<file path="config.mk">
export PLATFORM = sky130hd
export DESIGN_NAME = ax_level_governor
export DESIGN_NICKNAME = d
export VERILOG_FILES = /design/src/rtl/ax_level_governor.sv
export SDC_FILE = /design/constraint.sdc
export NUM_CORES = 1
export LEC_CHECK = 0
export BUFFER_PORTS_ARGS = -buffer_cell sky130_fd_sc_hd__buf_2
export CAP_MARGIN = 25
export CORE_ASPECT_RATIO = 1.75
export CORE_UTILIZATION = 25
export DETAILED_ROUTE_END_ITERATION = 7
export PLACE_DENSITY = 0.49
export SLEW_MARGIN = 20
export SYNTH_ARGS = -nofsm -noshare
export SYNTH_HDL_FRONTEND = slang
export SYNTH_SLANG_ARGS = --single-unit
</file>
<file path="constraint.sdc">
create_clock -name clk -period 2.9 [get_ports clk]
set_input_delay 0.58 -clock clk [delete_from_list [all_inputs] [get_ports clk]]
set_output_delay 0.58 -clock clk [all_outputs]
set_load 0.05 [all_outputs]
</file>
<file path="src/rtl/ax_level_governor.sv">
// Per-channel approximation-level governor: ramps each channel's level toward a requested target at pipeline-quiescent safe points.
// Optional statistics counters are enabled with `define RSD_AX_LEVEL_STAT_EN.
module ax_level_governor #(
  parameter int NUM_CH          = 2,
  parameter int LEVEL_WIDTH     = 3,
  parameter int MAX_LEVEL       = 7,
  parameter int DEFAULT_LEVEL   = 0,
  parameter int DWELL_CYCLES    = 16,
  parameter int QUIESCE_TIMEOUT = 1024,
  localparam int CH_W = (NUM_CH > 1) ? $clog2(NUM_CH) : 1
) (
  input  logic                          clk,
  input  logic                          rst,
  input  logic                          reqValid,
  output logic                          reqReady,
  input  logic [CH_W-1:0]               reqCh,
  input  logic [LEVEL_WIDTH-1:0]        reqLevel,
  input  logic                          reqForce,
  input  logic                          quiescent,
  output logic                          stallReq,
  output logic [NUM_CH*LEVEL_WIDTH-1:0] axLevel,
  output logic                          busy,
  output logic                          changeDone,
  output logic                          timeoutErr,
  output logic [31:0]                   statStallCycles,
  output logic [NUM_CH*16-1:0]          statSteps
);

  localparam int TO_W = $clog2(QUIESCE_TIMEOUT + 1);
  localparam int DW_W = $clog2(DWELL_CYCLES + 1);
  localparam logic [LEVEL_WIDTH-1:0] MAX_L = LEVEL_WIDTH'(MAX_LEVEL);
  localparam logic [LEVEL_WIDTH-1:0] DEF_L = LEVEL_WIDTH'(DEFAULT_LEVEL);
  localparam logic [TO_W-1:0] TO_LAST = TO_W'(QUIESCE_TIMEOUT - 1);
  localparam logic [DW_W-1:0] DW_LAST = DW_W'(DWELL_CYCLES - 1);

  typedef enum logic [1:0] {IDLE, DRAIN, STEP, HOLD} state_t;

  state_t                          state_q, state_d;
  logic [CH_W-1:0]                 tgt_ch;
  logic [LEVEL_WIDTH-1:0]          tgt_lvl;
  logic                            force_q;
  logic [NUM_CH*LEVEL_WIDTH-1:0]   level_q;
  logic [TO_W-1:0]                 to_cnt;
  logic [DW_W-1:0]                 dw_cnt;
  logic                            done_q, err_q;

  logic                            accept, ch_ok, done_d, err_d;
  logic [LEVEL_WIDTH-1:0]          clamp_lvl, cur_req, cur_tgt, next_lvl;

  // Handshake: a request transfers on any cycle where reqValid && reqReady; reqReady is high only in IDLE.
  assign accept    = reqValid && (state_q == IDLE);
  assign clamp_lvl = (reqLevel > MAX_L) ? MAX_L : reqLevel;

  always_comb begin
    cur_req = '0;
    cur_tgt = '0;
    ch_ok   = 1'b0;
    for (int i = 0; i < NUM_CH; i++) begin
      if (CH_W'(i) == reqCh) begin
        cur_req = level_q[i*LEVEL_WIDTH +: LEVEL_WIDTH];
        ch_ok   = 1'b1;
      end
      if (CH_W'(i) == tgt_ch) cur_tgt = level_q[i*LEVEL_WIDTH +: LEVEL_WIDTH];
    end
  end

  always_comb begin
    next_lvl = cur_tgt;
    if (force_q)                next_lvl = tgt_lvl;
    else if (cur_tgt < tgt_lvl) next_lvl = cur_tgt + LEVEL_WIDTH'(1);
    else if (cur_tgt > tgt_lvl) next_lvl = cur_tgt - LEVEL_WIDTH'(1);
  end

  always_comb begin
    state_d = state_q;
    done_d  = 1'b0;
    err_d   = 1'b0;
    case (state_q)
      IDLE: begin
        if (accept) begin
          if (!ch_ok)                    err_d   = 1'b1;
          else if (clamp_lvl == cur_req) done_d  = 1'b1;
          else                           state_d = DRAIN;
        end
      end
      DRAIN: begin
        // Quiescence takes priority over a timeout landing in the same cycle.
        if (quiescent) state_d = STEP;
        else if (to_cnt == TO_LAST) begin
          state_d = IDLE;
          err_d   = 1'b1;
        end
      end
      STEP: begin
        state_d = HOLD;
        if (next_lvl == tgt_lvl) done_d = 1'b1;
      end
      HOLD: begin
        if (dw_cnt == DW_LAST) state_d = (cur_tgt == tgt_lvl) ? IDLE : DRAIN;
      end
      default: state_d = IDLE;
    endcase
  end

  always_ff @(posedge clk) begin
    if (!rst) begin
      state_q <= IDLE;
      tgt_ch  <= '0;
      tgt_lvl <= '0;
      force_q <= 1'b0;
      level_q <= {NUM_CH{DEF_L}};
      to_cnt  <= '0;
      dw_cnt  <= '0;
      done_q  <= 1'b0;
      err_q   <= 1'b0;
    end else begin
      state_q <= state_d;
      done_q  <= done_d;
      err_q   <= err_d;
      if (accept) begin
        tgt_ch  <= reqCh;
        tgt_lvl <= clamp_lvl;
        force_q <= reqForce;
      end
      to_cnt <= (state_q == DRAIN && state_d == DRAIN) ? to_cnt + TO_W'(1) : '0;
      dw_cnt <= (state_q == HOLD && state_d == HOLD) ? dw_cnt + DW_W'(1) : '0;
      if (state_q == STEP) begin
        for (int i = 0; i < NUM_CH; i++)
          if (CH_W'(i) == tgt_ch) level_q[i*LEVEL_WIDTH +: LEVEL_WIDTH] <= next_lvl;
      end
    end
  end

  assign reqReady   = (state_q == IDLE);
  assign busy       = (state_q != IDLE);
  assign stallReq   = (state_q == DRAIN) || (state_q == STEP);
  assign axLevel    = level_q;
  assign changeDone = done_q;
  assign timeoutErr = err_q;

`ifdef RSD_AX_LEVEL_STAT_EN
  logic [31:0]          stall_cnt_q;
  logic [NUM_CH*16-1:0] steps_q;

  always_ff @(posedge clk) begin
    if (!rst) begin
      stall_cnt_q <= '0;
      steps_q     <= '0;
    end else begin
      if (stallReq && stall_cnt_q != '1) stall_cnt_q <= stall_cnt_q + 32'd1;
      if (state_q == STEP) begin
        for (int i = 0; i < NUM_CH; i++)
          if (CH_W'(i) == tgt_ch) steps_q[i*16 +: 16] <= steps_q[i*16 +: 16] + 16'd1;
      end
    end
  end

  assign statStallCycles = stall_cnt_q;
  assign statSteps       = steps_q;
`else
  assign statStallCycles = '0;
  assign statSteps       = '0;
`endif

endmodule

</file>
Word-level counts from Yosys, hierarchy flattened:

Cells that the tools add are included.

* order comparisons: 3
* $add $sub $neg: 4
* $mul: 0
* divide/modulo/power cells: 0
* muxes and demuxes: 18
* shifts and indexed selects: 0
* equal/unequal tests: 10
* reductions and logical operators: 11
* bitwise operators: 3

Operator list (number)
* two-way mux 3 bit: 6
* adder 11 x 1 -> 11 bit, second input constant: 1
* == test 11 x 10 -> 1 bit, second input constant: 1
* two-way mux 2 bit: 5
* == test 3 bit: 3
* case mux 2 bit (4 select lines): 1
* AND reduction 2 bit: 4
* == test 2 bit, second input constant: 3
* adder 5 x 1 -> 5 bit, second input constant: 1
* == test 5 x 4 -> 1 bit, second input constant: 1
* two-way mux 1 bit: 5
* == test 2 x 1 -> 1 bit, second input constant: 2
* adder 3 x 1 -> 3 bit, second input constant: 1
* > comparator 3 bit: 1
* > comparator 3 bit, second input constant: 1
* logical AND 1 bit: 3
* less-than comparator 3 bit: 1
* inverter 1 bit: 3
* OR reduction 3 bit: 1
* subtractor 3 x 1 -> 3 bit, second input constant: 1
* zero test 2 bit: 1
* case mux 1 bit (2 select lines): 1
* nonzero test 2 bit: 1
* logical OR 1 bit: 1

* flip-flop bits (word level): 31
* memories: 0
* input port bits: 9
* memory bits (writable): 0
* output and inout bits: 75
* bits in read-only memories: 0
* word-level logic and storage cells: 59
* latch bits: 0

Depth between registers and ports, before layout:

Gate-level depths: netlist (run 1).

* depth after elaboration: 9
* mapped depth: 12

Worst setup path after synthesis (run 1):

Ideal clock, no wire load.

* path kind: register to register
* from: register state_q[0]
* to: register to_cnt[3]
* period minus slack after synthesis: 2.470 ns
* path slack: 0.430 ns
* required time: 2.838 ns
* stages on the path, launching flop included: 11
* arrival time: 2.408 ns
* library setup time: 0.062 ns
* cell sequence: dfxtp_1 inv_1 ha_1 buf_2 inv_1 and3_1 a221o_1 inv_2 nand3_2 buf_6 nor2_2

* longest elaborated chain between the ends: 7

Ends and longest elaborated chain
* start: declaration: line 38 `state_t state_q, state_d;`
* start signal: assignment: line 117 `state_q <= state_d;`
* zero test 2 bit (*)
* via reqReady: line 15 `output logic reqReady,`
* logical AND 1 bit: line 51 `assign accept = reqValid && (state_q == IDLE);`
* two-way mux 2 bit: line 80 `if (accept) begin`
* case mux 2 bit (4 select lines) (*): line 78 `case (state_q)`
* == test 2 x 1 -> 1 bit (*): line 125 `to_cnt <= (state_q == DRAIN && state_d == DRAIN) ? to_cnt + TO_W'(1) : '0;`
* logical AND 1 bit (*): line 125
* AND reduction 2 bit (no line) (*)
* end signal: assignment: line 125
* end: declaration: line 43 `logic [TO_W-1:0] to_cnt;`

The timed path passes the listed nets; every way through them passes the cells marked *.
A chain may end at the register's enable or synchronous reset.

Final worst setup path (run 1):

* from: register tgt_ch
* to: register to_cnt[10]

* longest elaborated chain between the ends: 8

Ends and longest elaborated chain
* start: declaration: line 39 `logic [CH_W-1:0] tgt_ch;`
* start signal: assignment: line 121 `tgt_ch <= reqCh;`
* two-way mux 3 bit: line 63 `if (CH_W'(i) == tgt_ch) cur_tgt = level_q[i*LEVEL_WIDTH +: LEVEL_WIDTH];`
* == test 3 bit: line 99 `if (dw_cnt == DW_LAST) state_d = (cur_tgt == tgt_lvl) ? IDLE : DRAIN;`
* two-way mux 1 bit: line 99
* two-way mux 2 bit: line 99
* case mux 2 bit (4 select lines): line 78
* == test 2 x 1 -> 1 bit: line 125
* logical AND 1 bit: line 125
* AND reduction 2 bit (no line)

No other way between the ends.

==> results of run 1 <==
[critical path, delay by kind of cell (launching register included)]
family,cells,cell delay (ps)
AO/OA/AOI/OAI,3,650
AND/OR/NAND/NOR,3,470
multiplexers,1,340
flip-flops,1,490
adder cells (fa/ha/maj),1,320
buffers and inverters,2,220
[area by class of cell]
cell class	instances	area (um^2)
Clock buffer	5	125
Clock inverter	3	15.0
Fill cell	973	6320
Inverter	15	56.3
Multi-Input combinational cell	210	1270
Sequential cell	31	621
Tap cell	117	146
Timing Repair Buffer	22	118
[state kept, by name, indices dropped and copies added (netlist names)]
name,cells
to_cnt,11
axLevel,6
dw_cnt,5
tgt_lvl,3
state_q,2
changeDone,1
force_q,1
tgt_ch,1
timeoutErr,1
[kinds of logic after synthesis]
logic type | after synthesis | share of synthesized area
XOR/XNOR | 19 | 0.0749
buffers and inverters | 86 | 0.259
AO/OA/AOI/OAI | 27 | 0.0783
multiplexers | 11 | 0.0501
adder cells (fa/ha/maj) | 12 | 0.0676
AND/OR/NAND/NOR | 77 | 0.189
flip-flops | 31 | 0.279
other | 1 | 0.00169
[worst max-delay path by stage]
stage | end | slack [ps]
after global routing | to_cnt[10] | 130
after detailed placement | to_cnt[10] | 210
after CTS | to_cnt[10] | 190
final | to_cnt[10] | 340
after floorplan | to_cnt[3] | 430
after global placement | to_cnt[10] | 280
[stage by stage]
stage               utilization  power [uW]  setup slack [ps]  std cells
floorplan                     -         893               430        327
global placement          0.254         876               282        395
detailed placement        0.254         877               210        395
CTS                       0.270        1380               190        403
global route              0.271        1430               129        403
finish                    0.271        1370               336        403
[power by group]
group / total, uW / internal [uW] / switching [uW]
registers: 457 / 438 / 18.2
logic: 414 / 80.1 / 334
clock network: 495 / 312 / 183
total: 1370 / 831 / 535
[cells in the final DEF, fill, tap and decap left out, drive strengths merged, types with 2 or more instances in the layout]
cell    count
a21oi      13
and3        3
ha         12
xnor2      13
nor4b       2
clkbuf      5
mux2i      10
inv        14
xor2        6
nand3b      2
o21ai       3
nor2       18
nand2      18
nor3        3
nand3      19
o32ai       2
conb       64
clkinv      4
o22ai       3
dfxtp      31
buf        22
nand4       5
[per-layer routing]
metal	vias up	GRT usage	wire length [um]
li1	796	-	-
met1	735	0.0984	1710
met2	61	0.182	2340
met3	6	0.0199	176
met4	0	0.0554	73
met5	-	0	0
==> results.py, run 1 <==
metrics = {
    "floorplan": {
        "die_height_um": 127,
        "die_area_um2": 9280,
        "fp.dieW_um": 73.3,
        "core_area_um2": 8670,
        "start_util": 0.256,
        "ios": 84,
        "fp-row-count": 45,
    },
    "placed_design": {
        "dp_hpwl_mm": 3.48,
        "io_buffer_count": 19,
        "gp_congestion": 0.875,
        "placed_cell_area_um2": 2200,
    },
    "worst_setup_path": {
        "cp-end-kind": "flip-flop",
        "worst_setup_path_start_kind": "flip-flop",
        "timing.rr.end": "to_cnt[10]",
        "cp_data_arrival_time_ps": 2760,
        "critPathMaxStageDelay_ps": 490,
        "r2r_start": "tgt_ch",
        "ff2ff_setup_slack_ps": 340,
        "path_cells": "mux2i_1 -> inv_1 -> ha_1 -> nand4_1 -> o211ai_1 -> and3_1 -> a221o_1 -> inv_2 -> nand3_4 -> a21oi_1",
        "required_ps": 3100,
        "rr_worst_depth": 10,
        "critPathKind": "flip-flop to flip-flop",
        "critPathMaxFanout": 11,
        "critPathLaunch": "tgt_ch",
        "slowest_stage": "dfxtp_1",
    },
    "logic_synthesis": {
        "ys_types": 42,
        "synth_most_common_cell": "buf_4",
        "synth_top_area_frac": 0.279,
        "ys_seq_elements": 31,
        "yosys-top-cells-count": "buf_4 (64), dfxtp_1 (31), nand2_1 (18), nand3_1 (18)",
        "syn_area_um2": 2220,
        "yosysWarnings": 0,
        "yosysSeqAreaShare": 0.279,
        "yosys.area.top_type": "dfxtp_1",
        "synth-edff-count": 0,
        "syn_inst": 264,
        "synthArstFlopShare": 0,
        "synthFlopType": "dfxtp_1",
        "synthTopCellsByArea": "dfxtp_1 (28%), buf_4 (22%), ha_1 (6.8%), xnor2_1 (5.1%), mux2i_1 (4.5%)",
        "syn_area_per_cell_um2": 8.41,
    },
    "clock_tree": {
        "cts.clk_slew.worst_paths_ps": 50,
        "ctsHoldBuffers": 0,
        "ctsRootBufferMaster": "clkbuf_16",
        "cts_tree": "yes",
        "cts.sinks": 31,
        "cts_resized": 0,
        "postCtsSetupRepairBufs": 0,
        "cts_made_buffers": 5,
        "cts.path.max_buffers": 2,
        "clk_latency_ps": 270,
        "cts_max_level": 2,
    },
    "routing": {
        "wl_per_cell_um": 10.7,
        "viasPerCell": 3.97,
        "detail-route-antenna-nets": 0,
        "vias": 1598,
        "wirelength_mm": 4.31,
        "dr.first_iter.drc_count": 41,
        "drt_pass1_iterations": 4,
        "drc_errors": 0,
    },
    "timing": {
        "slew_headroom": 0.668,
        "max_freq_mhz": 390,
        "setup_tns_ps": 0,
        "maxSlewViolCount": 0,
        "skew_ps": 4.53,
        "post-route-period-util": 0.884,
        "period_needed_ps": 2560,
        "finalHoldViolCount": 0,
        "worstMarginPinSlew_ps": 492,
        "rsz0062_at_grt": "false",
        "finalSetupViolCount": 0,
        "whs_ps": 467,
    },
    "min_path": {
        "worstHoldEndpoint": "tgt_lvl[2]",
        "hp-class": "flip-flop to flip-flop",
        "min_path_cells": 2,
        "hp-start": "tgt_lvl[2]",
    },
    "pwr": {
        "p_leak_uw": 0.00103,
        "vdd_drop_max_uv": 224,
        "p_per_area_nw_per_um2": 581,
    },
    "global_routing": {
        "antenna_found_initial": 0,
        "grt_pass1_vias": 1518,
        "grt_max_degree": 12,
        "grt_overflow": 0,
        "grt_pass1_wl_mm": 6.94,
        "track_usage": 0.0986,
    },
    "final_layout": {
        "num-nets-final": 306,
        "final_area_um2": 2350,
        "drive_gt1_frac": 0.161,
        "diodes": 0,
        "area_growth_syn_to_layout_pct": 5.86,
    },
    "flow_run": {
        "drv_cap": 0,
    },
    "run_status": {
        "outcome": "finished clean",
    },
}
Note: power is estimated with default switching activity, not from simulation.
==> run 2: changes to the inputs <==
--- a/config.mk
+++ b/config.mk
@@ -8,6 +8,7 @@
 export BUFFER_PORTS_ARGS = -buffer_cell sky130_fd_sc_hd__buf_2
 export CAP_MARGIN = 25
 export CORE_ASPECT_RATIO = 1.75
+export CORE_MARGIN = 2
 export CORE_UTILIZATION = 25
 export DETAILED_ROUTE_END_ITERATION = 7
 export PLACE_DENSITY = 0.49
==> results.py, run 2 (synthesis results as in run 1) <==
metrics = {
    "run_status": {
        "outcome": "finished clean",
    },
    "worst_setup_path": {
        "required_ps": 3090,
        "critPathMaxFanout": 11,
        "cp_data_arrival_time_ps": 2770,
        "path_cells": "mux2i_1 -> inv_1 -> ha_1 -> nand4_1 -> o211ai_1 -> and3_1 -> a221o_1 -> inv_2 -> nand3_4 -> a21oi_1",
        "critPathKind": "flip-flop to flip-flop",
        "crit_buf_inv": 2,
        "cp-end-kind": "flip-flop",
        "cp.depth": 10,
        "rr_worst_depth": 10,
        "slowest_stage": "dfxtp_1",
        "critPathMaxStageDelay_ps": 490,
        "critPathTopFamily": "compound AO/OA/AOI/OAI gates",
        "worst_setup_path_start_kind": "flip-flop",
    },
    "timing": {
        "post-route-period-util": 0.889,
        "skew_ps": 8.16,
        "finalHoldViolCount": 0,
        "period_needed_ps": 2580,
        "maxSlewViolCount": 0,
        "slew_headroom": 0.623,
        "setup_tns_ps": 0,
        "max_freq_mhz": 388,
        "worstMarginPinSlew_ps": 559,
        "rsz0062_at_grt": "false",
        "finalSetupViolCount": 0,
    },
    "placed_design": {
        "io_buffer_count": 19,
        "dp_hpwl_mm": 3.54,
        "gp_congestion": 0.906,
    },
    "global_routing": {
        "grt_max_degree": 12,
        "grt_overflow": 0,
        "grt_pass1_wl_mm": 6.88,
        "grt_pass1_vias": 1494,
        "track_usage": 0.0946,
        "antenna_found_initial": 0,
    },
    "final_layout": {
        "area_growth_syn_to_layout_pct": 7.15,
        "final_common_cell": "conb_1",
        "drive_gt1_frac": 0.161,
        "seqCellArea_um2": 621,
        "num-nets-final": 306,
        "regMostFlops": "to_cnt",
        "diodes": 0,
        "layout_common_cells": "conb_1 (64), dfxtp_1 (31), buf_2 (19)",
        "multi_input_area_um2": 1270,
        "largest_reg_flops": 11,
        "fillers": 951,
    },
    "floorplan": {
        "fp-row-count": 45,
        "ios": 84,
        "die_height_um": 129,
        "core_area_um2": 8670,
        "start_util": 0.256,
        "fp.dieW_um": 75.3,
        "die_area_um2": 9680,
    },
    "clock_tree": {
        "ctsRootBufferMaster": "clkbuf_16",
        "postCtsSetupRepairBufs": 0,
        "cts.sinks": 31,
        "cts_made_buffers": 5,
        "cts.path.max_buffers": 2,
        "ctsHoldBuffers": 0,
        "cts_resized": 0,
        "cts.clk_slew.worst_paths_ps": 50,
        "cts_max_level": 2,
        "cts_tree": "yes",
        "clk_latency_ps": 270,
    },
    "pwr": {
        "p_per_area_nw_per_um2": 611,
        "vdd_drop_max_uv": 221,
        "power_uw": 1460,
        "p_leak_uw": 0.00104,
    },
    "min_path": {
        "min_path_cells": 1,
        "hp-class": "flip-flop to flip-flop",
    },
    "flow_run": {
        "drv_cap": 0,
    },
    "routing": {
        "wirelength_mm": 4.36,
        "drc_errors": 0,
        "drt_pass1_iterations": 4,
        "detail-route-antenna-nets": 0,
        "viasPerCell": 4.00,
        "dr.first_iter.drc_count": 39,
        "wl_per_cell_um": 10.8,
        "vias": 1611,
    },
}
## run 2: cell type report
cell class	count	area share
tap	117	0.0615
sequential	31	0.261
clock inverter	3	0.0184
multi-input combinational	210	0.534
inverter	15	0.0237
timing repair buffer	22	0.0494
clock buffer	5	0.0526
## run 2: worst paths after layout
path	startpoint	end	slack, ps
setup reg to reg	tgt_ch	to_cnt[10]	320
hold / removal	dw_cnt[0]	dw_cnt[0]	470
setup / recovery	tgt_ch	to_cnt[10]	320
hold reg to reg	dw_cnt[0]	dw_cnt[0]	470
## run 2: stage by stage
stage	std cells	hold slack, ps	area [um^2]	setup slack, ps	utilization
2_1_floorplan	327	431	2460	430	-
3_3_place_gp	395	454	2200	282	0.254
3_5_place_dp	395	464	2200	185	0.254
4_1_cts	403	474	2370	168	0.274
5_1_grt	403	494	2380	127	0.274
6_report	403	466	2380	322	0.274
## run 2: worst reg2reg max path, stage by stage, from the launching register on
cell and delay (ps):
dfxtp_1 490, mux2i_1 330, inv_1 100, ha_1 320, nand4_1 100, o211ai_1 80
and3_1 190, a221o_1 410, inv_2 120, nand3_4 180, a21oi_1 180
## run 2: where the power goes
group          switching, uW  internal, uW
registers               18.9           438
clock network            179           404
logic                    335          80.2
## run 2: metal layers
metal | track usage | part of all wire
met1 | 0.0941 | 0.37
met2 | 0.171 | 0.53
met3 | 0.0251 | 0.063
met4 | 0.0526 | 0.031
met5 | 0 | 0
